$ cat src/rtl/ghr_ckpt_unit.sv
// Speculative global branch history register with an in-order checkpoint FIFO for mispredict recovery.
// Optional macro GHR_FOLD_EN adds hist_fold, an XOR fold of the history used for narrow table indexing.
module ghr_ckpt_unit #(
    parameter int HIST_WIDTH = 128,
    parameter int CKPT_DEPTH = 4,
    parameter int FOLD_WIDTH = 8
) (
    input  logic                        clk,
    input  logic                        reset,
    input  logic                        spec_valid,
    input  logic                        spec_taken,
    output logic                        spec_ready,
    input  logic                        resolve_valid,
    input  logic                        resolve_mispredict,
    input  logic                        resolve_taken,
    input  logic                        load,
    input  logic [HIST_WIDTH-1:0]       load_data,
    output logic [HIST_WIDTH-1:0]       hist_out,
    output logic [$clog2(CKPT_DEPTH):0] ckpt_count,
`ifdef GHR_FOLD_EN
    output logic [FOLD_WIDTH-1:0]       hist_fold,
`endif
    output logic                        resolve_err
);

    localparam int PW = $clog2(CKPT_DEPTH);
    localparam int CW = PW + 1;

    logic [HIST_WIDTH-1:0] hist;
    logic [HIST_WIDTH-1:0] ckpt [CKPT_DEPTH];
    logic [PW-1:0]         head;
    logic [PW-1:0]         tail;
    logic [CW-1:0]         count;
    logic                  err_r;

    logic empty;
    logic full;
    logic do_push;
    logic do_pop;
    logic do_misp;
    logic do_err;

    // Handshake: a branch is taken on a clock edge only when spec_valid && spec_ready;
    // spec_valid with spec_ready low is dropped and the producer must hold and retry.
    // A full FIFO still accepts when a correct resolve frees the oldest slot this cycle.
    always_comb begin
        empty      = (count == '0);
        full       = (count == CW'(CKPT_DEPTH));
        spec_ready = !load && !(resolve_valid && resolve_mispredict) && (!full || resolve_valid);
        do_push    = spec_valid && spec_ready;
        do_pop     = resolve_valid && !resolve_mispredict && !empty && !load;
        do_misp    = resolve_valid && resolve_mispredict && !empty && !load;
        do_err     = resolve_valid && empty && !load;
    end

    always_ff @(posedge clk) begin
        if (reset) begin
            hist  <= '0;
            head  <= '0;
            tail  <= '0;
            count <= '0;
            err_r <= 1'b0;
        end else begin
            err_r <= do_err;
            if (load) begin
                hist  <= load_data;
                head  <= '0;
                tail  <= '0;
                count <= '0;
            end else if (do_misp) begin
                // Rebuild from the history seen before the oldest branch, using its real outcome.
                hist  <= {ckpt[head][HIST_WIDTH-2:0], resolve_taken};
                head  <= '0;
                tail  <= '0;
                count <= '0;
            end else begin
                if (do_push) begin
                    hist <= {hist[HIST_WIDTH-2:0], spec_taken};
                    tail <= tail + PW'(1);
                end
                if (do_pop) begin
                    head <= head + PW'(1);
                end
                case ({do_push, do_pop})
                    2'b10:   count <= count + CW'(1);
                    2'b01:   count <= count - CW'(1);
                    default: count <= count;
                endcase
            end
        end
    end

    // Checkpoint storage needs no reset: entries are only read while counted as occupied.
    always_ff @(posedge clk) begin
        if (!reset && do_push) begin
            ckpt[tail] <= hist;
        end
    end

    assign hist_out    = hist;
    assign ckpt_count  = count;
    assign resolve_err = err_r;

`ifdef GHR_FOLD_EN
    localparam int NSLICE = (HIST_WIDTH + FOLD_WIDTH - 1) / FOLD_WIDTH;

    logic [NSLICE*FOLD_WIDTH-1:0] hist_pad;

    always_comb begin
        hist_pad  = (NSLICE*FOLD_WIDTH)'(hist);
        hist_fold = '0;
        for (int i = 0; i < NSLICE; i++) begin
            hist_fold = hist_fold ^ hist_pad[i*FOLD_WIDTH +: FOLD_WIDTH];
        end
    end
`endif

endmodule

$ cat config.mk
export PLATFORM = sky130hd
export DESIGN_NAME = ghr_ckpt_unit
export DESIGN_NICKNAME = d
export VERILOG_FILES = /design/src/rtl/ghr_ckpt_unit.sv
export SDC_FILE = /design/constraint.sdc
export NUM_CORES = 1
export LEC_CHECK = 0
export ABC_AREA = 1
export CORE_MARGIN = 2
export CORE_UTILIZATION = 31
export DETAILED_ROUTE_END_ITERATION = 16
export SYNTH_ARGS = -nofsm -noshare
export SYNTH_HDL_FRONTEND = slang
export SYNTH_SLANG_ARGS = --single-unit
$ cat constraint.sdc
create_clock -name clk -period 9.8 [get_ports clk]
set_input_delay 0.98 -clock clk [delete_from_list [all_inputs] [get_ports clk]]
set_output_delay 0.98 -clock clk [all_outputs]
set_load 0.02 [all_outputs]
=== After elaboration in Yosys (flattened, before gate mapping) ===
Memories as Yosys holds them, arrays and structs flattened. A register that Yosys moved wholly into a read port is not among the register bits.
Cells that the tools add are included.

* Multiplexer cells: 8
* Eq/ne operators: 3
* Reductions and logical operators: 23
* $add $sub $neg: 4

{| class="wikitable"
|+ Operators with widths
! cell !! number
|-
| $mux 128 || 3
|-
| $logic_and 1x1->1 || 12
|-
| $logic_not 1->1 || 6
|-
| $pmux 3 s2 || 1
|-
| $add 2x1->2 const B || 2
|-
| $mux 2 || 2
|-
| $add 3x1->3 const B || 1
|-
| $eq 3x3->1 const B || 1
|-
| $logic_not 3->1 || 1
|-
| $reduce_bool 3->1 || 1
|-
| $reduce_or 3->1 || 1
|-
| $sub 3x1->3 const B || 1
|-
| $eq 2x1->1 const B || 1
|-
| $eq 2x2->1 const B || 1
|-
| $mux 1 || 2
|-
| $reduce_bool 2->1 || 1
|-
| $logic_or 1x1->1 || 1
|}

* Bits in writable memories: 512
* Memories kept: 1
* Flip-flop bits (word level): 136
* Bits of input ports: 136
* Logic and storage cells: 44

{| class="wikitable"
|+ Memories
! name !! depth !! bits a word !! read ports !! clocked after Yosys merged registers in !! write ports !! line !! text
|-
| ckpt || 4 || 128 || 1 || 1 || 1 || 30 || <nowiki>logic [HIST_WIDTH-1:0] ckpt [CKPT_DEPTH];</nowiki>
|}

=== Logic depth before layout (Yosys ltp) ===
* Depth in word-level cells: 8
* Mapped depth: 13
* Depth with buffers taken out: 11

=== Least setup slack after synthesis ===
No wires, ideal clock.

* Path type: in2reg
* Start: in load
* End: mem ckpt[0][0], enable pin
* Setup slack: 2.211 ns
* Required time: 9.185 ns
* Stages: 5
* Path buffers: 1
* Data arrival time: 6.974 ns
* Cells stage by stage: buf_6 > a21oi_1 > and2_1 > nand3_1 > nor2_1

* Cells in the longest elaborated chain, start to end: 7

{| class="wikitable"
|+ RTL lines
! element !! line !! text
|-
| start: declaration || 16 || <nowiki>input logic load,</nowiki>
|-
| $logic_not 1->1 || 49 || <nowiki>spec_ready = !load && !(resolve_valid && resolve_mispredict) && (!full || resolve_valid);</nowiki>
|-
| $logic_and 1x1->1 (2 in a row) || 49 ||
|-
| net spec_ready || 12 || <nowiki>output logic spec_ready,</nowiki>
|-
| $logic_and 1x1->1 || 50 || <nowiki>do_push = spec_valid && spec_ready;</nowiki>
|-
| $logic_and 1x1->1 || 95 || <nowiki>if (!reset && do_push) begin</nowiki>
|-
| $mux 1 || 95 ||
|-
| $mux 1 (not written as such) || 96 || <nowiki>ckpt[tail] <= hist;</nowiki>
|-
| end: declaration || 30 ||
|}

The timed path passes the listed nets, and every way through them passes these cells.

=== Worst setup path in the final report ===
* Start: in load
* End: reg hist[1], in the netlist hist_out[1]

* Cells in the longest elaborated chain, start to end: 5
* Elaborated cells between the ends (all ways): 8
* Those cells by class: 2 x mux; 6 x reduce/logical

{| class="wikitable"
|+ RTL lines
! element !! line !! text
|-
| $logic_not 1->1 || 49, 52 ||
|-
| $logic_and 1x1->1 (2 in a row) || 49 ||
|-
| $logic_and 1x1->1 || 50 ||
|-
| $reduce_bool 3->1 (no line) || -- ||
|-
| end signal: assignment || 66 || <nowiki>hist <= load_data;</nowiki>
|-
| end signal: assignment || 72 || <nowiki>hist <= {ckpt[head][HIST_WIDTH-2:0], resolve_taken};</nowiki>
|-
| end signal: assignment || 78 || <nowiki>hist <= {hist[HIST_WIDTH-2:0], spec_taken};</nowiki>
|-
| end: declaration || 29 || <nowiki>logic [HIST_WIDTH-1:0] hist;</nowiki>
|}

Parallel ways exist; a longest one is shown, timed or not.
A chain may end at the register's enable or synchronous reset.

==> flow_metrics.tcl <==
set metrics [dict create \
    postSynthCellCount 3244 \
    fillers 9152 \
    critPathMaxFanout 88 \
    relSlewSlack_pct 20.41 \
    required_ns 10.30 \
    yosysSeqAreaShare_pct 62.26 \
    area_delta_synth_final_pct 20.18 \
    cp-end-kind "flop" \
    synth_top_area_cell "edfxtp_1" \
    synth-compound-area-share_pct 5.141 \
    max_freq_mhz 251.9 \
    startpoint_type "input pin" \
    synth_common_cells "nand2_1 (757), nor2_1 (532), edfxtp_1 (508)" \
    grt_max_degree 181 \
    min_path_type "reg -> reg" \
    synth_top_area_share_pct 52.72 \
    via_per_inst 4.538 \
    drt_iter0_markers 1486 \
    start_util_pct 31.15 \
    gr-total-overflow 0 \
    die_h_um 309.5 \
    ir_drop_v 0.0001456 \
    timing_worst_setup_path_type "in -> reg" \
    syn_nets 3386 \
    total_leakage_power_nw 14.27 \
    ant_nets 0 \
    clkSinkCount 646 \
    r2r-end "hist_out[1]" \
    core_sq_um 92910 \
    whs_path_depth 2 \
    htree_levels 3 \
    ios 269 \
    clock_skew_ns 0.02548 \
    hold_viol_final 0 \
    hpwl_mm 44.59 \
    holdPathEnd "hist_out[127]" \
    synth_top_family_by_area "simple AND/OR/NAND/NOR gates" \
    portBuffers 268 \
    rows 112 \
    rsz0062_at_grt "false" \
    min-delay-start "hist_out[127]" \
    synth_flop_cell "edfxtp_1" \
    cts.repair.resized 0 \
    antenna_found_initial 3 \
    setup_violations 0 \
    grt_pass1_wl_mm 118.8 \
    syn_area_sq_um 28940 \
    synth_warnings 0 \
    die_area_sq_um 95810 \
    wl_per_cell_um 16.32 \
    grt_use_total_pct 15.98 \
    synth-simple-area-share_pct 22.95 \
    synth.distinct_cells 29 \
    synth_most_common_cell "nand2_1" \
    drv_slew 0 \
    setup_slack_ns 5.831 \
    fin_nets 3560 \
    wl_mm 77.24 \
    fin_cells 4734 \
    r2r_cells 8 \
    layout_min_cycle_time_ns 3.969 \
    die_x_um 309.5 \
    cts_tree "built" \
    drc 0 \
    gp_congestion 0.7522 \
    vias 21480 \
    worst_pin_slew_ns 1.194 \
    clock_latency_ns 0.63 \
    synthMuxAreaShare_pct 0 \
    cts_hold_buf 0 \
    grt_pass1_vias 20610 \
    fin_total_pwr_mw 6.197 \
    synth_xor_area_share_pct 0.03027 \
    clock_path_buffers 3 \
    worstPathArrival_ns 4.47 \
    dpl.cell_count 4598 \
    outcome "completed" \
    period_share_pct 40.50 \
    synth_fa_ha_area_share_pct 0.2854 \
    firstDrtPassIters 7 \
    async_reset_ff_share_pct 0 \
    avgSynthCellArea_sq_um 8.920 \
    ys_seq_elements 646 \
    ff2ff_setup_slack_ns 6.46 \
    r2r_start "ckpt_count[2]" \
    post-place-ws_ns 5.183 \
    clk_pin_slew_ns 0.06 \
    powerDensity_nw_per_um2 178.2 \
    cts-root-buf "clkbuf_16" \
    numCtsBuffers 72 \
    fin_setup_tns_ns 0 \
    synth_edf_count 508 \
    postCtsSetupBuffers 0 \
    cap_violations 0 \
    synth_area_leaders "edfxtp_1 (53%), nand2_1 (9.8%), dfxtp_1 (9.5%)" \
    drive_gt1_share_pct 4.370 \
]
[worst max-delay path by stage]
| stage | start | endpoint |
|---|---|---|
| detailed placement | load | hist_out[1] |
| finish | load | hist_out[1] |
| global placement | load | hist_out[1] |
| CTS | load | hist_out[1] |
| global route | load | hist_out[83] |
| floorplan | load | ckpt[0][0] |
[final cells by class]
cell class	instances	area [sq um]	area share (%)
sequential	646	18020	51.83
multi-input combinational	1945	8285	23.82
timing repair buffer	291	2853	8.203
clock buffer	105	2047	5.886
inverter	462	1749	5.030
tap	1254	1569	4.512
clock inverter	29	244.0	0.7016
antenna	2	5.005	0.01439
[flip-flops by register name, summed over array words and instances, names as in the netlist, named ones only]
register / cells
ckpt: 508
hist_out: 128
ckpt_count: 3
head: 2
tail: 2
resolve_err: 1
[report_power, final]
part	total, mW	switching (mW)	internal (mW)	leakage [nW]
clock	2.62	1.10	1.52	1.12
sequential	3.12	0.0915	3.03	5.90
combinational	0.458	0.262	0.196	7.25
total	6.20	1.45	4.74	14.3
[cells in the final DEF, fill, tap and decap left out, drive strengths merged, types with 3 or more instances in the layout]
master / n
nand2: 759
nor2: 533
edfxtp: 508
inv: 467
nand3: 342
clkdlybuf4s50: 267
a21oi: 230
dfxtp: 138
clkbuf: 105
o21ai: 62
buf: 24
clkinv: 21
or2: 6
ha: 5
nor3b: 3
[layer usage]
layer  part of all wire (%)  wire length [um]  vias to the layer above  global-route usage (%)
li1                       -                 -                    10700                       -
met1                     44             34360                    10240                   20.54
met2                     48             37060                      446                   27.20
met3                    5.1              3959                       93                   2.924
met4                    2.4              1858                        0                   5.069
met5                      0                 0                        -                       0
[per-stage QoR]
step / utilization, % / area (sq um) / hold WS (ns)
3_5_place_dp: 34.96 / 32480 / 0.4982
2_1_floorplan: - / 28940 / 0.4974
3_3_place_gp: 34.96 / 32480 / 0.4999
6_report: 37.43 / 34780 / 0.5062
4_1_cts: 37.43 / 34770 / 0.5094
5_1_grt: 37.43 / 34780 / 0.5326
[critical path: stages]
cell	delay, ns
clkdlybuf4s50_1	0.45
buf_4	0.31
a21oi_1	0.15
nand3_4	0.55
buf_4	0.87
nand2_2	0.65
o21ai_0	0.37
nor2_1	0.07
[kinds of logic after synthesis]
kind of cell    count (synthesis)
compound gates                294
simple gates                 1644
buf+inv                       653
xor+xnor                        1
fa+ha+maj                       6
flops                         646
(Power assumes the default switching activity.)
